==> config.mk <==
export PLATFORM = sky130hd
export DESIGN_NAME = if_stage_flat
export DESIGN_NICKNAME = d
export VERILOG_FILES = /design/src/rtl/if_stage_if.sv /design/src/rtl/if_stage.sv /design/src/flat_wrapper.sv
export SDC_FILE = /design/constraint.sdc
export NUM_CORES = 1
export LEC_CHECK = 0
export BUFFER_PORTS_ARGS = -buffer_cell sky130_fd_sc_hd__buf_2
export CAP_MARGIN = 20
export CORE_AREA = 2 2 166 168
export CTS_BUF_LIST = sky130_fd_sc_hd__clkbuf_16
export CTS_CLUSTER_SIZE = 14
export DETAILED_ROUTE_END_ITERATION = 16
export DIE_AREA = 0 0 168 170
export GPL_ROUTABILITY_DRIVEN = 0
export GPL_TIMING_DRIVEN = 1
export PLACE_DENSITY = 0.48
export SLEW_MARGIN = 20
export SYNTH_ARGS = -nofsm -noshare
export SYNTH_HDL_FRONTEND = slang
export SYNTH_SLANG_ARGS = --single-unit
==> constraint.sdc <==
create_clock -name clk -period 2.65 [get_ports clk]
set_input_delay 0.265 -clock clk [delete_from_list [all_inputs] [get_ports clk]]
set_output_delay 0.265 -clock clk [all_outputs]
set_load 0.05 [all_outputs]
==> src/rtl/if_stage_if.sv <==
// Instruction-memory port of the fetch stage: one outstanding read request, one returned doubleword.
// Handshake: a request transfers when imem_req_valid && imem_req_ready; imem_rvalid qualifies imem_rdata for one cycle.
interface if_stage_if;
  logic        imem_req_valid;
  logic        imem_req_ready;
  logic [63:0] imem_addr;
  logic        imem_rvalid;
  logic [63:0] imem_rdata;

  modport master (
    output imem_req_valid,
    output imem_addr,
    input  imem_req_ready,
    input  imem_rvalid,
    input  imem_rdata
  );

  modport slave (
    input  imem_req_valid,
    input  imem_addr,
    output imem_req_ready,
    output imem_rvalid,
    output imem_rdata
  );
endinterface

==> src/rtl/if_stage.sv <==
// Instruction fetch stage: one request in flight, instruction latched one cycle after imem_rvalid,
// offered to ID until accepted; flush redirects, isebreak halts until reset.
module if_stage #(
  parameter logic [63:0] RESET_PC = 64'h0000000080000000
) (
  input  logic             clk,
  input  logic             rst,
  input  logic             pipeline_flush,
  input  logic [63:0]      redirect_pc,
  input  logic             isebreak,
  if_stage_if.master       imem,
  output logic [63:0]      if_pc,
  output logic [31:0]      if_inst,
  output logic             if_valid,
  output logic             if_ready_go,
  input  logic             id_allow_in,
  output logic [2:0]       dbg_state
);

  typedef enum logic [2:0] {
    S_REQ  = 3'd0,
    S_WAIT = 3'd1,
    S_HOLD = 3'd2,
    S_DROP = 3'd3,
    S_HALT = 3'd4
  } state_t;

  state_t      state_q, state_d;
  logic [63:0] pc_q, pc_d;
  logic [31:0] inst_q, inst_d;

  always_comb begin
    state_d = state_q;
    pc_d    = pc_q;
    inst_d  = inst_q;
    if (state_q == S_HALT) begin
      state_d = S_HALT;
    end else if (isebreak) begin
      state_d = S_HALT;
    end else if (pipeline_flush) begin
      // A response arriving in the flush cycle closes the outstanding read, so no DROP is needed.
      pc_d = redirect_pc;
      case (state_q)
        S_WAIT:  state_d = imem.imem_rvalid ? S_REQ : S_DROP;
        S_DROP:  state_d = imem.imem_rvalid ? S_REQ : S_DROP;
        default: state_d = S_REQ;
      endcase
    end else begin
      case (state_q)
        S_REQ: begin
          if (imem.imem_req_ready) state_d = S_WAIT;
        end
        S_WAIT: begin
          if (imem.imem_rvalid) begin
            inst_d  = pc_q[2] ? imem.imem_rdata[63:32] : imem.imem_rdata[31:0];
            state_d = S_HOLD;
          end
        end
        S_HOLD: begin
          if (id_allow_in) begin
            pc_d    = pc_q + 64'd4;
            state_d = S_REQ;
          end
        end
        S_DROP: begin
          if (imem.imem_rvalid) state_d = S_REQ;
        end
        default: state_d = S_HALT;
      endcase
    end
  end

  always_ff @(posedge clk) begin
    if (rst) begin
      state_q <= S_REQ;
      pc_q    <= RESET_PC;
      inst_q  <= 32'h0;
    end else begin
      state_q <= state_d;
      pc_q    <= pc_d;
      inst_q  <= inst_d;
    end
  end

  // Request is masked while reset is held so no handshake can start a read that reset would orphan.
  assign imem.imem_req_valid = (state_q == S_REQ) && !rst;
  assign imem.imem_addr      = pc_q;
  assign if_pc               = pc_q;
  assign if_inst             = inst_q;
  assign if_valid            = (state_q == S_WAIT) || (state_q == S_HOLD);
  assign if_ready_go         = (state_q == S_HOLD);
  assign dbg_state           = state_q;

endmodule

==> src/flat_wrapper.sv <==
// flat-port wrapper written by rule: the top's interface ports become plain ports
module if_stage_flat 
#(
  parameter logic [63:0] RESET_PC = 64'h0000000080000000
)
  (clk, rst, pipeline_flush, redirect_pc, isebreak, if_pc, if_inst, if_valid, if_ready_go, id_allow_in, dbg_state, imem_imem_req_valid, imem_imem_addr, imem_imem_req_ready, imem_imem_rvalid, imem_imem_rdata);
  if_stage_if imem_i ();
  input  logic clk;
  input  logic rst;
  input  logic pipeline_flush;
  input  logic [63:0] redirect_pc;
  input  logic isebreak;
  output logic [63:0] if_pc;
  output logic [31:0] if_inst;
  output logic if_valid;
  output logic if_ready_go;
  input  logic id_allow_in;
  output logic [2:0] dbg_state;
  output wire logic [$bits(imem_i.imem_req_valid)-1:0] imem_imem_req_valid;
  output wire logic [$bits(imem_i.imem_addr)-1:0] imem_imem_addr;
  input wire logic [$bits(imem_i.imem_req_ready)-1:0] imem_imem_req_ready;
  input wire logic [$bits(imem_i.imem_rvalid)-1:0] imem_imem_rvalid;
  input wire logic [$bits(imem_i.imem_rdata)-1:0] imem_imem_rdata;
  assign imem_imem_req_valid = imem_i.imem_req_valid;
  assign imem_imem_addr = imem_i.imem_addr;
  assign imem_i.imem_req_ready = imem_imem_req_ready;
  assign imem_i.imem_rvalid = imem_imem_rvalid;
  assign imem_i.imem_rdata = imem_imem_rdata;
  if_stage #(.RESET_PC(RESET_PC)) u_core (.clk(clk), .rst(rst), .pipeline_flush(pipeline_flush), .redirect_pc(redirect_pc), .isebreak(isebreak), .imem(imem_i), .if_pc(if_pc), .if_inst(if_inst), .if_valid(if_valid), .if_ready_go(if_ready_go), .id_allow_in(id_allow_in), .dbg_state(dbg_state));
endmodule
Yosys cells after proc, flatten, opt, wreduce, memory -nomap -nowiden --
Cells that the tools add are included.
Storage, ports and cells: input port bits 135, output and inout port bits 166, logic and storage cells 46, flip-flop bits (word level) 99
Cells by class: reduce and logical (&&, ||, !) cells 12, bitwise gates (word level) 3, eq/ne operators 12, add/subtract/negate cells 1, multiplexer cells 14
Operator list (number):
- $mux 64 | 3
- $add 64x3->64 const B | 1
- $mux 32 | 1
- $mux 3 | 8
- $ne 5x4->1 const B | 3
- $pmux 3 s4 | 1
- $reduce_and 4->1 | 3
- $ne 3x3->1 const B | 3
- $eq 3x2->1 const B | 2
- $ne 5x3->1 const B | 1
- $reduce_and 5->1 | 1
- $reduce_bool 2->1 | 2
- $eq 3x1->1 const B | 1
- $eq 3x3->1 const B | 1
- $logic_not 3->1 | 1
- $ne 3x2->1 const B | 1
- $not 1->1 | 3
- $reduce_or 3->1 | 1
- $mux 2 | 1
- $reduce_or 2->1 | 1
- $logic_and 1x1->1 | 1
- $logic_not 1->1 | 1
- $logic_or 1x1->1 | 1

Longest topological paths before layout --
Gate-level depths: netlist of the first run.
depth after elaboration 6, depth in mapped cells 8, gate-level depth less buffers 6

Worst setup path before layout of the first run --
Ideal clock, no wire load.
kind register -> register, start point register u_core.pc_q[3] (netlist: u_core.if_pc[3]), end point register u_core.pc_q[36] (netlist: u_core.if_pc[36]), clock period less this slack 2.614 ns, library setup time 0.117 ns, arrival 2.497 ns, path slack 0.036 ns, required time 2.533 ns, stages on the path, launching flop included 8, buffers on the path 1, cells stage by stage dfxtp_1 ha_1 nand3_1 or4_1 buf_2 nor3_1 o21ai_0 a32o_1
On the way: longest elaborated chain between the ends 4
Ends and longest elaborated chain:
- start: declaration | RTL line if_stage.sv:29 | logic [63:0] pc_q, pc_d;
- start signal: assignment | RTL line if_stage.sv:80 | pc_q <= pc_d;
- $add 64x3->64 | RTL line if_stage.sv:61 | pc_d = pc_q + 64'd4;
- $mux 64 | RTL line if_stage.sv:60 | if (id_allow_in) begin
- $mux 64 | RTL line if_stage.sv:49 | case (state_q)
- $mux 64 | RTL line if_stage.sv:40 | end else if (pipeline_flush) begin
No other way between the ends. The select of a mux whose other input is x is not followed. A chain may end at the register's enable or synchronous reset.

Final worst setup path of the first run --
start point register u_core.pc_q[22] (netlist: u_core.if_pc[22]), end point register u_core.pc_q[48] (netlist: u_core.if_pc[48])
Same word-level chain as after synthesis.

==> impl_metrics.toml, run 1 <==
[clocking]
numCtsBuffers = 9
insertion_delay_ns = 0.36
clockRootBuffer = "clkbuf_16"
clkTransAtPathRegs_ns = 0.08
cts_resized = 0
ctsHoldBuffers = 0
h-tree-depth = 3
cts_buffer_depth = 2
postCtsSetupBuffers = 0
clock-sinks = 99
tritoncts = "built"

[critical_path]
crit_slowest_cell = "or4_4"
crit_fanout = 10
r2r_start = "u_core.if_pc[22]"
crit_start = "u_core.if_pc[22]"
worst_path_largest_cell_delay_ns = 0.64
crit_chain = "and4_1, nand4_4, or4_4, or4_1, o221ai_1"
timing.critical_path.buf_inv = 0
cp_data_required_time_ns = 2.91
cp-end-kind = "flip-flop"
worstSetupStartpointType = "flip-flop"
crit_arrival_ns = 2.70
worstSetupPathType = "reg2reg"
cp_top_family = "simple AND/OR/NAND/NOR gates"

[synth]
ys_seq_area_share_pct = 29.96
synth_top_family_by_area = "simple AND/OR/NAND/NOR gates"
synthAdderAreaFrac_pct = 0.1891
synth-xor-area-share_pct = 0.1324
synthTopCellsByArea = "dfxtp_1 30%, buf_4 7.4%, mux2i_1 6.1%"
synth_edf_count = 0
synth_top_area_share_pct = 29.96
synth_cell_types = 67
synth_compound_gate_area_share_pct = 20.33
yosysTopAreaCell = "dfxtp_1"
syn-num-nets = 1000
syn_area_sq_um = 6615
synthCells = 864
synthArstFlopShare_pct = 0
yosysWarnings = 0
yosys_most_used_dff = "dfxtp_1"
synth.area.mux_share_pct = 6.223
avgSynthCellArea_sq_um = 7.656
yosys_register_bits = 99
synthSimpleGateAreaFrac_pct = 30.87

[sta]
rsz0062_at_grt = "no"
setup_viol = 0
fin_crit_ns = 2.433
fmax_mhz = 411.0
fin_setup_tns_ns = 0
period_share_pct = 91.81
fin_skew_ns = 0.01607
slew_violations = 0
hold_viol = 0
slew_headroom_pct = 60.16
tightest_slew_ns = 0.5976
holdWs_ns = 0.1359

[drt]
routed_wl_um = 27920
via_per_inst = 5.273
drt.antenna.violating_nets = 0
dr.pass1.iters = 5
vias = 7583
drt_iter0_markers = 545
drc_errors = 0
routedWlPerCell_um = 19.42

[outcome]
status = "finished clean"

[place]
port_buffers = 300
hpwlAfterDp_um = 20940
post_dp_cell_area_sq_um = 8212

[job]
maxCapViolCount = 0

[layout]
final_cell_mix = "298 x buf_2, 98 x dfxtp_1, 83 x nand2_1, 71 x nor2_1, 51 x nand3_1"
fin_area_sq_um = 8533
final_nets = 1227
syn_to_final_growth_pct = 29.00
drive_gt1_share_pct = 34.76
final_common_cell = "buf_2"

[power_and_ir_drop]
power.density_nw_per_um2 = 478.0
power.total_mw = 4.079
vdd_drop_max_mv = 0.2683
power_leakage_nw = 3.551

[grt]
grt_use_total_pct = 18.89
grt_start_max_net_pins = 123
grt_pass1_vias = 7174
grt_first_pass_wirelength_um = 42230
gr-total-overflow = 0
antenna_found_initial = 3

[floorplanning]
core_area_sq_um = 26650
dieArea_sq_um = 28560
rows = 60
dieWidth_um = 168
die_y_um = 170
start_util_pct = 24.82
ios = 301

[min_path]
min_path_type = "in2reg"
hold_start = "redirect_pc[1]"
-- worst reg2reg max path, delay by kind of cell, from the launching register on --
kind	cells	cell delay, ns
AND/OR/NAND/NOR	4	1.73
flip-flops	1	0.51
AO/OA/AOI/OAI	1	0.09
-- cells by family after synthesis --
kind of cell	count (synthesis)
AO/OA/AOI/OAI	190
XOR/XNOR	1
adder cells (fa/ha/maj)	1
buffers and inverters	145
flip-flops	99
multiplexers	41
AND/OR/NAND/NOR	387
-- per-layer routing --
metal,GRT usage [%],wire (um)
met5,0,25
met2,32.41,13300
met1,23.65,11880
met4,6.238,717
met3,3.907,1998
-- cell type report --
| type | instances | area, sq um |
|---|---|---|
| Multi-Input combinational cell | 620 | 3852 |
| Tap cell | 341 | 426.7 |
| Sequential cell | 99 | 1983 |
| Timing Repair Buffer | 347 | 1897 |
| Antenna cell | 1 | 2.502 |
| Inverter | 14 | 52.55 |
| Fill cell | 2817 | 18120 |
| Clock buffer | 9 | 225.2 |
| Clock inverter | 7 | 93.84 |
-- registers in the layout (all words and copies together), names as in the netlist --
name	flops
u_core.dbg_state	3
u_core.if_pc	64
u_core.if_inst	32
-- final timing paths --
path                 endpoint  slack [ns]  cells after the start
max          u_core.if_pc[48]        0.22                      5
min           u_core.if_pc[1]        0.14                      3
max reg2reg  u_core.if_pc[48]        0.22                      5
min reg2reg   u_core.if_pc[0]        0.49                      2
-- synthesized netlist by cell type (all sizes together) (4+ instances only) --
cell type,number
a211o,4
a211oi,37
a21oi,34
a31oi,17
a32o,7
a32oi,5
and2,6
and3,17
and4,15
buf,83
clkbuf,48
dfxtp,99
inv,13
mux2i,40
nand2,83
nand3,52
nand4,39
nor2,72
nor2b,6
nor3,33
nor3b,5
nor4,32
o211ai,11
o21ai,23
o22ai,6
o31a,6
o31ai,5
or3,9
or4,10
-- report_power, final --
part,leakage (nW),switching (mW),total [mW],internal [mW]
Combinational,2.59,0.679,0.965,0.286
Clock,0.153,0.712,1.47,0.762
Sequential,0.804,0.100,1.64,1.54
-- metrics by stage --
stage	setup slack [ns]	std cells	utilization, %
after floorplan	0.03576	864	-
after global placement	0.2789	1421	30.81
after detailed placement	0.2604	1421	30.81
after CTS	0.2356	1437	32.01
after global routing	0.1196	1438	32.02
final	0.2169	1438	32.02
Power figures use the tool's default switching activity.
==> run 2: changes to the inputs <==
--- a/config.mk
+++ b/config.mk
@@ -7,6 +7,8 @@
 export LEC_CHECK = 0
 export BUFFER_PORTS_ARGS = -buffer_cell sky130_fd_sc_hd__buf_2
 export CAP_MARGIN = 20
+export CELL_PAD_IN_SITES_DETAIL_PLACEMENT = 1
+export CELL_PAD_IN_SITES_GLOBAL_PLACEMENT = 1
 export CORE_AREA = 2 2 166 168
 export CTS_BUF_LIST = sky130_fd_sc_hd__clkbuf_16
 export CTS_CLUSTER_SIZE = 14
@@ -14,7 +16,7 @@
 export DIE_AREA = 0 0 168 170
 export GPL_ROUTABILITY_DRIVEN = 0
 export GPL_TIMING_DRIVEN = 1
-export PLACE_DENSITY = 0.48
+export PLACE_DENSITY = 0.64
 export SLEW_MARGIN = 20
 export SYNTH_ARGS = -nofsm -noshare
 export SYNTH_HDL_FRONTEND = slang
==> run 2 against run 1 <==
Worst hold slack better by 0.022 ns; via count rose by 1.5%; first-iteration DRC count decreased by 18%; sequential share of layout area shrank 0.098 points; power rose by 0.58%; sequential cell count stayed put; combinational power up 2%; global-route usage rose by 1.4 points; cell count grew 0.49%; non-clock buffer count is 7 higher; fmax rose by 0.55%.
==> impl_metrics.toml, run 2 (same netlist as run 1, synthesis figures left out) <==
[outcome]
status = "finished clean"

[floorplanning]
die_y_um = 170
rows = 60
ios = 301
dieArea_sq_um = 28560
dieWidth_um = 168
start_util_pct = 24.82
core_area_sq_um = 26650

[grt]
grt_first_pass_wirelength_um = 45440
grt_pass1_vias = 7646
antenna_found_initial = 1
grt_start_max_net_pins = 65
gr-total-overflow = 0
grt_use_total_pct = 20.25

[place]
dp_worst_setup_slack_ns = 0.2667
hpwlAfterDp_um = 22880
post_dp_cell_area_sq_um = 8249
placed_cells = 1428
port_buffers = 300

[min_path]
hold_start = "redirect_pc[1]"
min_path_type = "in2reg"

[critical_path]
r2r_start = "u_core.if_pc[3]"
crit_arrival_ns = 2.66
crit_start = "u_core.if_pc[3]"
cp-end-kind = "flip-flop"
cp_data_required_time_ns = 2.89
crit_fanout = 8
worstSetupStartpointType = "flip-flop"
worstSetupPathType = "reg2reg"

[sta]
hold_viol = 0
setup_slack_ns = 0.2302
slew_violations = 0
fin_crit_ns = 2.420
slew_headroom_pct = 55.70
period_share_pct = 91.31
setup_viol = 0
fin_setup_tns_ns = 0
holdWs_ns = 0.1575
tightest_slew_ns = 0.6646
fin_skew_ns = 0.01589
fmax_mhz = 413.3
rsz0062_at_grt = "no"

[clocking]
cts_buffer_depth = 2
insertion_delay_ns = 0.36
clkTransAtPathRegs_ns = 0.08
tritoncts = "built"
postCtsSetupBuffers = 0
clock-sinks = 99
cts_resized = 0
ctsHoldBuffers = 0
h-tree-depth = 3
clockRootBuffer = "clkbuf_16"
numCtsBuffers = 9

[layout]
syn_to_final_growth_pct = 29.54
post-route-util_pct = 32.15
fin_area_sq_um = 8569
final_common_cell = "buf_2"
final_nets = 1234
largest_reg_flops = 64
drive_gt1_share_pct = 34.90
final_cell_mix = "298 x buf_2, 98 x dfxtp_1, 83 x nand2_1, 72 x nor2_1, 54 x buf_4"
layoutNonFillerInstCount = 1445
fillers = 3345

[drt]
drt_iter0_markers = 446
routedWlPerCell_um = 20.45
vias = 7697
dr.pass1.iters = 5
drt.antenna.violating_nets = 0
routed_wl_um = 29550
via_per_inst = 5.327
drc_errors = 0

[power_and_ir_drop]
power.total_mw = 4.103
power_leakage_nw = 3.584
vdd_drop_max_mv = 0.2428
power.density_nw_per_um2 = 478.8

[job]
maxCapViolCount = 0
==> run 2: worst paths after layout <==
| check | cells after the start | slack [ns] | to |
|---|---|---|---|
| worst max-delay path | 6 | 0.23 | u_core.if_pc[58] |
| worst min-delay path | 3 | 0.16 | u_core.if_pc[1] |
| worst max register to register | 6 | 0.23 | u_core.if_pc[58] |
| worst min register to register | 2 | 0.49 | u_core.if_pc[1] |
==> run 2: area by class of cell <==
cell class	count	area (sq um)	area share, %
timing repair buffer	354	1937	22.60
sequential	99	1983	23.14
multi-input combinational	620	3850	44.93
tap	341	426.7	4.979
clock inverter	7	92.59	1.080
antenna	1	2.502	0.02920
clock buffer	9	225.2	2.628
inverter	14	52.55	0.6132
==> run 2: where the power goes <==
group | internal (mW) | leakage, nW | total [mW] | switching (mW)
registers | 1.54 | 0.804 | 1.64 | 0.0981
logic | 0.289 | 2.63 | 0.982 | 0.693
clock network | 0.829 | 0.155 | 1.48 | 0.653
total | 2.66 | 3.58 | 4.10 | 1.44
==> run 2: routing by layer <==
layer | global-route usage, % | up-vias | part of all wire [%]
met4 | 4.045 | 0 | 1.4
met2 | 35.20 | 272 | 48
li1 | - | 3674 | -
met1 | 26.10 | 3726 | 44
met3 | 3.977 | 25 | 6.3
met5 | 0 | - | 0
==> run 2: critical path: stages, from the launching register on <==
cell     delay (ns)
dfxtp_1        0.41
ha_1           0.25
nand3_1        0.12
or4_1          0.73
nor4_1         0.33
a21oi_1        0.12
or3_1          0.35
